File: src/rtl/nn_sequencer.sv
// nn_sequencer: IDLE/FETCH/EXEC microsequencer that decodes instruction words into MAC datapath controls.
// Define NN_SEQ_LOOP_EN to compile in the single-level LOOP/ENDLOOP hardware loop.
module nn_sequencer #(
  parameter int NU_COUNT   = 8,
  parameter int INST_DEPTH = 256,
  parameter int CNT_W      = 8,
  parameter int ADDR_W     = 10,
  parameter int INST_W     = 4 + CNT_W + ADDR_W
) (
  input  logic                          clk,
  input  logic                          reset,
  input  logic                          start,
  input  logic [INST_W-1:0]             inst_data,
  output logic [$clog2(INST_DEPTH)-1:0] inst_addr,
  output logic                          busy,
  output logic                          done,
  output logic [NU_COUNT-1:0]           mac_reg_enable,
  output logic                          mac_acc_loopback,
  output logic                          mac_x_select,
  output logic                          mac_w_select,
  output logic                          serializer_update,
  output logic                          act_input_select,
  output logic [ADDR_W-1:0]             xy_read_addr,
  output logic [ADDR_W-1:0]             xy_write_addr,
  output logic [ADDR_W-1:0]             w_read_addr,
  output logic [ADDR_W-1:0]             w_write_addr,
  output logic                          xy_write_enable,
  output logic                          w_write_enable,
  output logic [1:0]                    fsm_state
);

  localparam int IA_W = $clog2(INST_DEPTH);

  localparam logic [3:0] OP_SETW      = 4'h1;
  localparam logic [3:0] OP_MATMUL    = 4'h2;
  localparam logic [3:0] OP_ACCMOV    = 4'h3;
  localparam logic [3:0] OP_LOADMAC   = 4'h4;
  localparam logic [3:0] OP_VECTTOMAT = 4'h5;
  localparam logic [3:0] OP_WACC      = 4'h6;
`ifdef NN_SEQ_LOOP_EN
  localparam logic [3:0] OP_LOOP      = 4'h7;
  localparam logic [3:0] OP_ENDLOOP   = 4'h8;
`endif
  localparam logic [3:0] OP_HALT      = 4'hF;

  typedef enum logic [1:0] {
    S_IDLE  = 2'd0,
    S_FETCH = 2'd1,
    S_EXEC  = 2'd2
  } state_t;

  state_t              state, state_next;
  logic [IA_W-1:0]     pc, pc_next, pc_inc;
  logic [INST_W-1:0]   ir;
  logic [CNT_W-1:0]    i, i_next;
  logic [ADDR_W-1:0]   wptr, wptr_next;
`ifdef NN_SEQ_LOOP_EN
  logic [IA_W-1:0]     loop_start, loop_start_next;
  logic [CNT_W-1:0]    loop_cnt, loop_cnt_next;
`endif

  logic [3:0]          op;
  logic [CNT_W-1:0]    op_cnt;
  logic [ADDR_W-1:0]   opnd;
  logic [ADDR_W-1:0]   i_ext, x_addr, w_addr;
  logic                single_cycle, last_cycle;

  assign op     = ir[INST_W-1 -: 4];
  assign op_cnt = ir[ADDR_W +: CNT_W];
  assign opnd   = ir[ADDR_W-1:0];

  // Address sums are truncated to ADDR_W, so they wrap naturally.
  assign i_ext  = ADDR_W'(i);
  assign x_addr = opnd + i_ext;
  assign w_addr = wptr + i_ext;

  assign pc_inc = (pc == IA_W'(INST_DEPTH - 1)) ? '0 : pc + IA_W'(1);

  always_comb begin
    single_cycle = (op == OP_SETW) || (op == OP_HALT);
`ifdef NN_SEQ_LOOP_EN
    if ((op == OP_LOOP) || (op == OP_ENDLOOP)) single_cycle = 1'b1;
`endif
    last_cycle = single_cycle || (i == op_cnt);
  end

  // Handshake: start is a level sampled only in IDLE; a start seen while busy is dropped,
  // and there is no acknowledge other than busy rising on the following cycle.
  always_ff @(posedge clk or posedge reset) begin
    if (reset) begin
      state      <= S_IDLE;
      pc         <= '0;
      ir         <= '0;
      i          <= '0;
      wptr       <= '0;
`ifdef NN_SEQ_LOOP_EN
      loop_start <= '0;
      loop_cnt   <= '0;
`endif
    end else begin
      state      <= state_next;
      pc         <= pc_next;
      i          <= i_next;
      wptr       <= wptr_next;
`ifdef NN_SEQ_LOOP_EN
      loop_start <= loop_start_next;
      loop_cnt   <= loop_cnt_next;
`endif
      if (state == S_FETCH) ir <= inst_data;
    end
  end

  always_comb begin
    state_next      = state;
    pc_next         = pc;
    i_next          = i;
    wptr_next       = wptr;
`ifdef NN_SEQ_LOOP_EN
    loop_start_next = loop_start;
    loop_cnt_next   = loop_cnt;
`endif
    unique case (state)
      S_IDLE: begin
        if (start) begin
          state_next = S_FETCH;
          pc_next    = '0;
        end
      end
      S_FETCH: begin
        state_next = S_EXEC;
        i_next     = '0;
      end
      S_EXEC: begin
        if (op == OP_SETW) wptr_next = opnd;
`ifdef NN_SEQ_LOOP_EN
        if (op == OP_LOOP) begin
          loop_start_next = pc_inc;
          loop_cnt_next   = op_cnt;
        end
`endif
        if (op == OP_HALT) begin
          state_next = S_IDLE;
        end else if (last_cycle) begin
          state_next = S_FETCH;
          pc_next    = pc_inc;
`ifdef NN_SEQ_LOOP_EN
          if ((op == OP_ENDLOOP) && (loop_cnt != '0)) begin
            loop_cnt_next = loop_cnt - CNT_W'(1);
            pc_next       = loop_start;
          end
`endif
        end else begin
          i_next = i + CNT_W'(1);
        end
      end
      default: state_next = S_IDLE;
    endcase
  end

  // The fetch address is the value the program counter takes at this edge, so the
  // one-cycle instruction memory has the word ready by the end of FETCH.
  assign inst_addr = pc_next;
  assign busy      = (state != S_IDLE);
  assign done      = (state == S_EXEC) && (op == OP_HALT);
  assign fsm_state = state;

  always_comb begin
    mac_reg_enable    = '0;
    mac_acc_loopback  = 1'b0;
    mac_x_select      = 1'b0;
    mac_w_select      = 1'b0;
    serializer_update = 1'b0;
    act_input_select  = 1'b0;
    xy_read_addr      = '0;
    xy_write_addr     = '0;
    w_read_addr       = '0;
    w_write_addr      = '0;
    xy_write_enable   = 1'b0;
    w_write_enable    = 1'b0;
    if (state == S_EXEC) begin
      case (op)
        OP_MATMUL: begin
          xy_read_addr      = x_addr;
          w_read_addr       = w_addr;
          mac_x_select      = 1'b1;
          mac_w_select      = 1'b1;
          serializer_update = 1'b1;
          mac_acc_loopback  = (i != '0);
        end
        OP_ACCMOV: begin
          act_input_select = 1'b1;
          xy_write_enable  = 1'b1;
          xy_write_addr    = x_addr;
        end
        OP_LOADMAC: begin
          for (int k = 0; k < NU_COUNT; k++) begin
            mac_reg_enable[k] = (x_addr == ADDR_W'(k));
          end
        end
        OP_VECTTOMAT: begin
          xy_read_addr   = x_addr;
          w_write_enable = 1'b1;
          w_write_addr   = w_addr;
        end
        OP_WACC: begin
          mac_x_select     = 1'b1;
          mac_w_select     = 1'b1;
          mac_acc_loopback = 1'b1;
          w_read_addr      = w_addr;
          w_write_addr     = w_addr;
          w_write_enable   = 1'b1;
        end
        default: ;
      endcase
    end
  end

endmodule

File: config.mk
export PLATFORM = sky130hd
export DESIGN_NAME = nn_sequencer
export DESIGN_NICKNAME = d
export VERILOG_FILES = /design/src/rtl/nn_sequencer.sv
export SDC_FILE = /design/constraint.sdc
export NUM_CORES = 1
export LEC_CHECK = 0
export ABC_AREA = 1
export CELL_PAD_IN_SITES_DETAIL_PLACEMENT = 1
export CELL_PAD_IN_SITES_GLOBAL_PLACEMENT = 2
export CORE_ASPECT_RATIO = 0.7
export CORE_MARGIN = 2
export CORE_UTILIZATION = 30
export CTS_BUF_LIST = sky130_fd_sc_hd__clkbuf_8
export CTS_CLUSTER_SIZE = 10
export DETAILED_ROUTE_END_ITERATION = 6
export GPL_ROUTABILITY_DRIVEN = 0
export HOLD_SLACK_MARGIN = 0.05
export PLACE_DENSITY_LB_ADDON = 0.1
export SLEW_MARGIN = 20
export SYNTH_ARGS = -nofsm -noshare
export SYNTH_HDL_FRONTEND = slang
export SYNTH_SLANG_ARGS = --single-unit
File: constraint.sdc
create_clock -name clk -period 5.3 [get_ports clk]
set_input_delay 1.59 -clock clk [delete_from_list [all_inputs] [get_ports clk]]
set_output_delay 1.59 -clock clk [all_outputs]
set_load 0.005 [all_outputs]
After elaboration in Yosys (flattened, before gate mapping)
Cells that the tools add are included.
Operators by class
  reductions and logical operators: 14
  $add $sub $neg: 4
  multiplexer cells: 32
  equality and inequality tests: 22
Operators by type and width (count)
  $mux 10: 8
  $mux 8: 8
  $eq 10x3->1 const B: 4
  $pmux 8 s2: 2
  $add 10x8->10: 2
  $eq 10x2->1 const B: 2
  $add 8x1->8 const B: 2
  $eq 4x3->1 const B: 3
  $eq 10x1->1 const B: 1
  $logic_not 10->1: 1
  $mux 1: 9
  $eq 4x2->1 const B: 2
  $eq 8x8->1: 1
  $eq 8x8->1 const B: 1
  $reduce_bool 8->1: 1
  $mux 2: 3
  $ne 2x2->1 const B: 3
  $pmux 2 s3: 1
  $reduce_or 2->1: 3
  $eq 4x1->1 const B: 1
  $eq 4x4->1 const B: 1
  $reduce_and 2->1: 2
  $reduce_bool 2->1: 2
  $ne 3x3->1 const B: 1
  7 further kinds: 8
Word-level totals
  input port bits: 25
  register bits after elaboration: 50
  output and inout port bits: 67

Depth between registers and ports, before layout
Gate-level depths: netlist of the first run.
  depth in word-level cells: 6
  depth in mapped cells: 12
  mapped depth without buffers: 12

Worst setup path before layout of the first run
OpenSTA, ideal clock, no wires.
  path kind: input to output
  start: input start
  end: output inst_addr[3]
  arrival: 2070 ps
  required time: 3710 ps
  cell stages on the path: 7
  setup slack: 1640 ps
  cell sequence: nand2_1 -> nand2_1 -> o22ai_1 -> inv_1 -> nand2_1 -> nand2_1 -> inv_1
On the way
  longest elaborated chain between the ends: 2
RTL lines
  start: declaration: RTL line 12  | input logic start,
  $mux 8: RTL line 124  | if (start) begin
  $pmux 8 s2: RTL line 122  | unique case (state)
  end: declaration: RTL line 14  | output logic [$clog2(INST_DEPTH)-1:0] inst_addr,
No other way between the ends.

Worst setup path after layout of the first run
Same ends and word-level chain as after synthesis.

==> results.py, run 1 <==
metrics = {
    "outcome": {
        "outcome": "finished, final reports clean",
    },
    "floorplanning": {
        "core_area_mm2": 0.01246,
        "fp.dieArea_mm2": 0.01377,
        "die_w_um": 139.4,
        "row_count": 34,
        "initial_core_util_pct": 30.88,
        "io_pins": 92,
        "die_h_um": 98.77,
    },
    "worst_setup_path": {
        "r2r_setup_slack_ps": 3240,
        "critPathMostFrequentCell": "nand2_1",
        "reg2reg_to": "wptr[9]",
        "start_kind": "primary input",
        "max_stage_delay_ps": 500,
        "critPathRequiredTime_ps": 3710,
        "crit_end": "inst_addr[3]",
        "worst_setup_path_end_kind": "primary output",
        "worstSetupPathType": "primary input to primary output",
        "ff2ff_path_depth": 3,
        "worstSetupStartpoint": "start",
        "crit_path_max_fanout": 4,
        "cp_data_arrival_time_ps": 3140,
        "cp_slowest_cell": "clkdlybuf4s50_1",
        "cp_cell_sequence": "clkdlybuf4s50_1, nand2_1, nand2_1, o22ai_1, inv_1, nand2_1, nand2_1, inv_1, clkdlybuf4s50_1",
        "reg2reg_from": "fsm_state[0]",
    },
    "global_route": {
        "overflow": 0,
        "grt_pass1_wl_mm": 20.48,
        "grt_max_degree": 42,
        "grt_pass1_vias": 4038,
        "grt_use_total_pct": 18.45,
        "antenna_found_initial": 0,
    },
    "synth": {
        "ys_seq_area_share_pct": 32.51,
        "synth_top_area_cell": "dfrtp_1",
        "synth.yosys.warnings": 0,
        "syn_area_per_cell_um2": 6.972,
        "ys_types": 41,
        "synthTopCellsByArea": "dfrtp_1, nand2_1, nor2_1, inv_1, ha_1",
        "syn_area_mm2": 0.003849,
        "synth_enable_flop_cells": 0,
        "synth_top_cell_area_share_pct": 32.51,
        "syn_nets": 598,
        "ys_async_sr_fraction_pct": 100.0,
        "synth_flop_cell": "dfrtp_1",
        "ys_ff_latch": 50,
        "synth_cells": 552,
    },
    "final_layout": {
        "layout_commonest_cell": "nand2_1",
        "antenna_cells": 0,
        "mostFrequentLayoutCells": "nand2_1, nor2_1, clkdlybuf4s50_1",
        "layout.nets": 686,
        "final-instance-count-excl-fill": 802,
        "n_fill_cell": 1558,
        "final_layout_size_suffix_gt1_share_pct": 7.969,
        "area_growth_pct": 29.75,
    },
    "timing": {
        "hold_viol_final": 0,
        "slew_headroom_pct": 51.87,
        "fmax_mhz": 211.6,
        "skew_ps": 9.163,
        "fin_setup_tns_ps": 0,
        "fin_crit_sh_pct": 89.18,
        "setup_viol": 0,
        "tightest_slew_ps": 719.9,
        "drv_slew": 0,
        "rsz0062_at_grt": "false",
        "min_period_ps": 4727,
    },
    "min_path": {
        "hp-class": "register to register",
        "min_from": "wptr[3]",
    },
    "clocking": {
        "cts_buffer_depth": 2,
        "h-tree-depth": 2,
        "cts.sinks": 50,
        "cts.clk_slew.worst_paths_ps": 100,
        "cts_resized": 0,
        "cts_tree": "yes",
        "post_cts.repair.setup_buffers": 0,
        "cts_hold_buf": 0,
        "cts_root_buffer": "clkbuf_8",
        "clock_latency_ps": 320,
        "cts_buffers": 5,
    },
    "detailed_routing": {
        "vias_per_cell": 4.769,
        "ant_nets": 0,
        "drtIter0Drc": 158,
        "num_vias": 3825,
        "wl_mm": 12.12,
        "dr.pass1.iters": 6,
        "wire_per_inst_um": 15.11,
        "drc": 0,
    },
    "power_and_ir_drop": {
        "netSwitchingFraction_pct": 49.98,
        "power-per-cell-area_mw_per_mm2": 411.2,
        "comb_power_share_pct": 58.0,
        "leakagePower_nw": 2.414,
        "p_sw_w": 0.001026,
        "seqPwrFrac_pct": 30.5,
        "peakVddDrop_mv": 0.1906,
        "pwr-share-clk_pct": 11.5,
        "p_int_w": 0.001027,
        "total_power_w": 0.002053,
    },
    "placed_design": {
        "dp_cells": 795,
        "place_hpwl_mm": 9.707,
        "portBuffers": 91,
    },
    "flow_run": {
        "max-cap-violations": 0,
    },
}
-- metrics by stage --
step | hold WS, ps | utilization [%] | cell area, um2 | worst slack [ps]
floorplan | 453.0 | - | 3849 | 1640
global placement | 473.1 | 39.39 | 4910 | 648.7
detailed placement | 485.0 | 39.39 | 4910 | 557.2
CTS | 507.3 | 40.06 | 4994 | 543.9
global route | 540.0 | 40.06 | 4994 | 427.6
finish | 507.5 | 40.06 | 4994 | 573.3
-- power groups by stage --
stage          combinational (W)  clock (W)  sequential (W)
6_report                 0.00119   0.000235        0.000626
5_1_grt                  0.00137   0.000261        0.000651
4_1_cts                  0.00122   0.000246        0.000629
3_5_place_dp             0.00121          0        0.000634
3_3_place_gp             0.00117          0        0.000629
2_1_floorplan           0.000873          0        0.000604
-- worst max-delay path, delay by kind of cell --
family                 cells  cell delay (ps)
buffers and inverters      4             1040
and+or+nand+nor            4              340
AOI/OAI and AO/OA          1              180
-- final cells by class --
cell class	count	area (um2)	area share (%)
clock inverter	2	15.01	0.3007
sequential	50	1251	25.06
timing repair buffer	95	940.9	18.84
inverter	82	310.3	6.214
clock buffer	5	68.82	1.378
tap	162	202.7	4.059
multi-input combinational	406	2205	44.15
-- sequential cells by signal, summed over array words and instances, names as in the netlist --
register / cells
fsm_state: 2
ir: 22
i: 8
wptr: 10
pc: 8
-- Yosys cell counts, types with 4 or more instances --
master,count
inv_2,5
xor2_1,12
a21oi_1,31
nand2_1,125
nor3_1,4
nand2_2,7
dfrtp_1,50
xnor2_1,6
o21ai_2,8
ha_1,19
mux2_2,4
o21ai_0,16
nor2_1,98
buf_2,6
nand3_1,38
clkbuf_1,4
nand4_1,12
inv_1,76
-- routing by layer --
layer | vias to the layer above | routed length, um | GRT usage, %
met4 | 0 | 58 | 2.564
met1 | 1853 | 6110 | 25.85
met3 | 5 | 362 | 3.304
li1 | 1920 | - | -
met5 | - | 0 | 0
met2 | 47 | 5586 | 30.66
-- logic make-up after synthesis --
| group | count (synthesis) | synth area share, % |
|---|---|---|
| AND/OR/NAND/NOR | 298 | 34.27 |
| buffers and inverters | 96 | 10.21 |
| AO/OA/AOI/OAI | 64 | 10.11 |
| flip-flops | 50 | 32.51 |
| adder cells (fa/ha/maj) | 21 | 7.217 |
| XOR/XNOR | 19 | 4.519 |
| multiplexers | 4 | 1.170 |
-- worst min-delay path by stage --
stage,slack [ps],endpoint,depth (start not counted)
3_3_place_gp,470,wptr[0],2
6_report,510,wptr[3],2
2_1_floorplan,450,wptr[9],2
3_5_place_dp,490,wptr[2],2
4_1_cts,510,wptr[3],2
5_1_grt,540,wptr[2],2
(Power assumes the default switching activity.)
==> run 2, diff against run 1 <==
==> constraint.sdc (replaced) <==
create_clock -name clk -period 5.3 [get_ports clk]
set_input_delay 1.325 -clock clk [delete_from_list [all_inputs] [get_ports clk]]
set_output_delay 1.325 -clock clk [all_outputs]
set_load 0.005 [all_outputs]
==> run 2 against run 1 <==
  * Worst setup slack improved by 390 ps
  * Clock skew rose by 0.75 ps
  * Die area did not move
  * Critical path depth rose by 1
  * Flip-flop and latch count did not move
  * First-iteration DRC count rose by 2.5%
  * Combinational power barely moved
  * Sequential power rose by 1%
  * Clock power rose by 33%
  * Maximum frequency rose by 8.9%
  * Non-clock buffer count fell by 2
  * Clock-buffer cell count rose by 1
  * Largest cell class unchanged
==> results.py, run 2 (synthesis results as in run 1) <==
metrics = {
    "worst_setup_path": {
        "cp_cell_sequence": "ha_1, fa_1, nand3_1, nand3_1, nand2_1, nand3_1, nand2_1, nand3_2, nor2_1, clkdlybuf4s50_1",
        "worstSetupStartpoint": "i[0]",
        "r2r_setup_slack_ps": 3250,
        "reg2reg_from": "fsm_state[0]",
        "start_kind": "register",
        "critPathRequiredTime_ps": 3970,
        "worst_setup_path_end_kind": "primary output",
        "ff2ff_path_depth": 3,
        "reg2reg_to": "wptr[9]",
        "crit_path_max_fanout": 8,
        "worstSetupPathType": "register to primary output",
        "max_stage_delay_ps": 510,
        "cp_slowest_cell": "clkdlybuf4s50_1",
        "cp_data_arrival_time_ps": 3010,
        "critPathMostFrequentCell": "nand3_1",
        "crit_end": "mac_reg_enable[6]",
    },
    "clocking": {
        "cts_buffers": 5,
        "cts_resized": 0,
        "cts_tree": "yes",
        "cts.clk_slew.worst_paths_ps": 110,
        "post_cts.repair.setup_buffers": 0,
        "cts_root_buffer": "clkbuf_8",
        "cts.sinks": 50,
        "h-tree-depth": 2,
        "cts_hold_buf": 0,
        "clock_latency_ps": 330,
        "cts_buffer_depth": 2,
    },
    "placed_design": {
        "place_area_mm2": 0.004895,
        "portBuffers": 91,
        "place_hpwl_mm": 9.286,
    },
    "timing": {
        "tightest_slew_ps": 700.7,
        "rsz0062_at_grt": "false",
        "skew_ps": 9.908,
        "fin_crit_sh_pct": 81.86,
        "slew_headroom_pct": 53.16,
        "drv_slew": 0,
        "fin_setup_tns_ps": 0,
        "setup_viol": 0,
        "hold_viol_final": 0,
        "min_period_ps": 4339,
        "fmax_mhz": 230.5,
    },
    "outcome": {
        "outcome": "finished, final reports clean",
    },
    "final_layout": {
        "layout_commonest_cell": "nand2_1",
        "final_layout_size_suffix_gt1_share_pct": 7.825,
        "mostFrequentLayoutCells": "nand2_1, nor2_1, clkdlybuf4s50_1",
        "fin_area_mm2": 0.005016,
        "n_fill_cell": 1581,
        "antenna_cells": 0,
        "layout.nets": 684,
        "area_growth_pct": 30.33,
        "largest_reg_flops": 22,
        "finish.utilization_pct": 40.24,
        "multi_input_area_mm2": 0.002205,
        "regArea_mm2": 0.001251,
        "regMostFlops": "ir",
        "reg_top3": "ir x22, wptr x10",
    },
    "detailed_routing": {
        "drc": 0,
        "num_vias": 3779,
        "drtIter0Drc": 162,
        "ant_nets": 0,
        "wl_met3_um": 418,
        "vias_per_cell": 4.718,
        "dr.pass1.iters": 4,
        "wl_mm": 11.85,
        "met1_length_mm": 6.166,
        "wire_per_inst_um": 14.79,
        "met2WireLength_mm": 5.220,
        "routed.top_layer": "met4",
    },
    "floorplanning": {
        "row_count": 34,
        "core_area_mm2": 0.01246,
        "die_w_um": 139.4,
        "initial_core_util_pct": 30.88,
        "die_h_um": 98.77,
        "fp.dieArea_mm2": 0.01377,
        "io_pins": 92,
    },
    "min_path": {
        "hp-class": "register to register",
    },
    "power_and_ir_drop": {
        "leakagePower_nw": 2.429,
        "peakVddDrop_mv": 0.2336,
        "power-per-cell-area_mw_per_mm2": 423.4,
    },
    "global_route": {
        "antenna_found_initial": 0,
        "grt_pass1_wl_mm": 19.86,
        "grt_max_degree": 51,
        "grt_pass1_vias": 3957,
        "overflow": 0,
        "grt_use_total_pct": 17.80,
    },
    "flow_run": {
        "max-cap-violations": 0,
    },
}
-- run 2: cell count changes in the layout (fill, tap and decap cells not counted) --
cell / change
inv_6: +1
clkinvlp_4: -2
clkbuf_8: +1
bufinv_16: +1
buf_4: -2
-- run 2: power by group --
part	internal, W	switching [W]
sequential	0.000514	0.000119
combinational	0.000420	0.000759
clock	0.000156	0.000157
-- run 2: worst min-delay path by stage --
stage | startpoint | endpoint | slack, ps | cells past startpoint
floorplan | wptr[9] | wptr[9] | 450 | 2
global placement | wptr[0] | wptr[0] | 470 | 2
detailed placement | wptr[4] | wptr[4] | 490 | 2
CTS | wptr[4] | wptr[4] | 520 | 2
global route | wptr[2] | wptr[2] | 550 | 2
finish | wptr[2] | wptr[2] | 510 | 2
-- run 2: area by class of cell --
class / count / area share [%]
inverter: 82 / 6.186
clock buffer: 6 / 1.646
multi-input combinational: 406 / 43.95
sequential: 50 / 24.94
clock inverter: 2 / 0.7733
tap: 162 / 4.041
timing repair buffer: 93 / 18.46
-- run 2: per-layer routing --
metal	up-vias	global-route usage, %
li1	1910	-
met2	58	28.70
met1	1807	25.87
met4	0	2.098
met5	-	0
met3	4	3.061
-- run 2: metrics by stage --
stage                     instances  hold slack [ps]  power (W)  setup slack [ps]
final                           801            509.4   0.002124             961.3
after global routing            801            545.7   0.002334             709.1
after CTS                       801            515.9   0.002156             913.0
after detailed placement        793            491.7   0.001830              1136
after global placement          793            472.5   0.001799              1178
after floorplan                 552            453.0   0.001477              2170
-- run 2: worst max-delay path: cells and delay by family, from the launching register on --
kind	cells	cell delay [ps]
and+or+nand+nor	7	930
buffers and inverters	1	510
adders and majority gates	2	750
DFF	1	500
==> run 3, diff against run 2 <==
--- a/config.mk
+++ b/config.mk
@@ -10,7 +10,7 @@
 export CELL_PAD_IN_SITES_GLOBAL_PLACEMENT = 2
 export CORE_ASPECT_RATIO = 0.7
 export CORE_MARGIN = 2
-export CORE_UTILIZATION = 30
+export CORE_UTILIZATION = 28
 export CTS_BUF_LIST = sky130_fd_sc_hd__clkbuf_8
 export CTS_CLUSTER_SIZE = 10
 export DETAILED_ROUTE_END_ITERATION = 6
==> constraint.sdc (replaced) <==
create_clock -name clk -period 4.4 [get_ports clk]
set_input_delay 1.1 -clock clk [delete_from_list [all_inputs] [get_ports clk]]
set_output_delay 1.1 -clock clk [all_outputs]
set_load 0.005 [all_outputs]
==> run 3 against run 2 <==
  * Routed wire length rose by 2.5%
  * Register-to-register slack got worse by 730 ps
  * Worst hold slack got worse by 6.9 ps
  * Sequential power rose by 19%
  * Non-clock buffer count rose by 3
  * Critical path type unchanged
==> results.py, run 3 (synthesis results as in run 1) <==
metrics = {
    "timing": {
        "min_period_ps": 4038,
        "slew_headroom_pct": 43.65,
        "rsz0062_at_grt": "false",
        "fin_setup_tns_ps": 0,
        "setup_viol": 0,
        "fin_crit_sh_pct": 91.77,
        "hold_viol_final": 0,
        "drv_slew": 0,
        "skew_ps": 20.20,
        "hold-worst-slack_ps": 502.5,
        "tightest_slew_ps": 844.0,
        "fmax_mhz": 247.7,
    },
    "power_and_ir_drop": {
        "leakagePower_nw": 2.445,
        "power-per-cell-area_mw_per_mm2": 508.3,
        "peakVddDrop_mv": 0.2848,
    },
    "final_layout": {
        "area_growth_pct": 31.66,
        "layout_commonest_cell": "nand2_1",
        "final_layout_size_suffix_gt1_share_pct": 8.255,
        "antenna_cells": 0,
        "mostFrequentLayoutCells": "nand2_1, nor2_1, clkdlybuf4s50_1",
        "largest_reg_flops": 22,
        "reg_top3": "ir x22, wptr x10",
        "layout.nets": 687,
        "regMostFlops": "ir",
    },
    "worst_setup_path": {
        "critPathRequiredTime_ps": 3300,
        "max_stage_delay_ps": 510,
        "cp_cell_sequence": "ha_1, fa_1, nand3_1, nand3_1, xor2_1, nor2_4, nand3_1, nor2_1, clkdlybuf4s50_1",
        "cp_slowest_cell": "clkdlybuf4s50_1",
        "start_kind": "register",
        "worstSetupPathType": "register to primary output",
        "cp_data_arrival_time_ps": 2940,
        "critPathMostFrequentCell": "nand3_1",
        "worst_setup_path_end_kind": "primary output",
        "crit_path_max_fanout": 8,
    },
    "floorplanning": {
        "initial_core_util_pct": 29.01,
        "die_w_um": 144.1,
        "row_count": 35,
        "io_pins": 92,
        "core_area_mm2": 0.01327,
        "fp.dieArea_mm2": 0.01471,
        "die_h_um": 102.1,
    },
    "detailed_routing": {
        "dr.pass1.iters": 4,
        "wl_mm": 12.15,
        "drtIter0Drc": 180,
        "vias_per_cell": 4.619,
        "wire_per_inst_um": 14.69,
        "num_vias": 3820,
        "ant_nets": 0,
        "drc": 0,
    },
    "global_route": {
        "grt_pass1_vias": 3883,
        "grt_max_degree": 42,
        "grt_use_total_pct": 17.26,
        "overflow": 0,
        "antenna_found_initial": 0,
        "grt_pass1_wl_mm": 19.94,
    },
    "clocking": {
        "cts_root_buffer": "clkbuf_8",
        "cts_resized": 0,
        "cts.clk_slew.worst_paths_ps": 120,
        "post_cts.repair.setup_buffers": 0,
        "cts_buffers": 5,
        "cts_tree": "yes",
        "cts_buffer_depth": 2,
        "cts_hold_buf": 0,
        "clock_latency_ps": 330,
        "cts.sinks": 50,
        "h-tree-depth": 2,
    },
    "min_path": {
        "hp-class": "register to register",
    },
    "placed_design": {
        "place_hpwl_mm": 9.790,
        "portBuffers": 91,
    },
    "flow_run": {
        "max-cap-violations": 0,
    },
    "outcome": {
        "outcome": "finished, final reports clean",
    },
}
==> run 3: cell types whose count changed in the layout (fill, tap and decap cells not counted) <==
cell	delta
buf_4	+3
==> run 3: stage by stage <==
stage / cells / setup WS, ps / instance area [um2] / power (W) / utilization, %
3_3_place_gp: 819 / 690.4 / 4946 / 0.002190 / 37.27
4_1_cts: 827 / 351.1 / 5067 / 0.002613 / 38.19
3_5_place_dp: 819 / 656.8 / 4946 / 0.002230 / 37.27
6_report: 827 / 362.2 / 5067 / 0.002576 / 38.19
5_1_grt: 827 / 124.9 / 5067 / 0.002835 / 38.19
2_1_floorplan: 552 / 1496 / 3849 / 0.001779 / -
==> run 3: cell type report <==
| cell class | instances | area (um2) |
|---|---|---|
| multi-input cells | 406 | 2205 |
| well taps | 185 | 231.5 |
| flip-flops and latches | 50 | 1251 |
| inverters | 82 | 310.3 |
| fillers | 1694 | 8202 |
| clock inverters | 2 | 38.79 |
| clock buffers | 6 | 82.58 |
| repair buffers | 96 | 948.4 |
==> run 3: path summary, 6_finish.rpt <==
path / start / endpoint / slack (ps) / cells past startpoint
worst max register to register: fsm_state[0] / wptr[7] / 2520 / 4
max in group asynchronous: reset / ir[7] / 2430 / 3
worst min-delay path: wptr[2] / wptr[2] / 500 / 2
min in group asynchronous: reset / pc[1] / 1250 / 2
worst max-delay path: i[0] / mac_reg_enable[6] / 360 / 9
worst min register to register: wptr[2] / wptr[2] / 500 / 2
==> run 3: per-layer routing <==
metal	part of all wire [%]	GRT usage (%)	wire length, um	up-vias
met3	3.3	2.671	398	8
met4	0.70	3.137	85	0
met1	52	24.94	6339	1839
met2	44	27.77	5325	52
li1	-	-	-	1921
met5	0	0	0	-
==> run 3: critical path: cells and delay by family (launching register included) <==
kind	cells	cell delay, ps
buffers and inverters	1	510
and+or+nand+nor	5	650
DFF	1	500
xor gates and xnor gates	1	210
adders and majority gates	2	730
==> run 3: power breakdown <==
group / leakage [nW] / internal (W) / total, W / switching (W)
logic: 1.76 / 0.000515 / 0.00145 / 0.000938
registers: 0.621 / 0.000619 / 0.000754 / 0.000135
clock network: 0.0618 / 0.000188 / 0.000368 / 0.000181
total: 2.44 / 0.00132 / 0.00258 / 0.00125
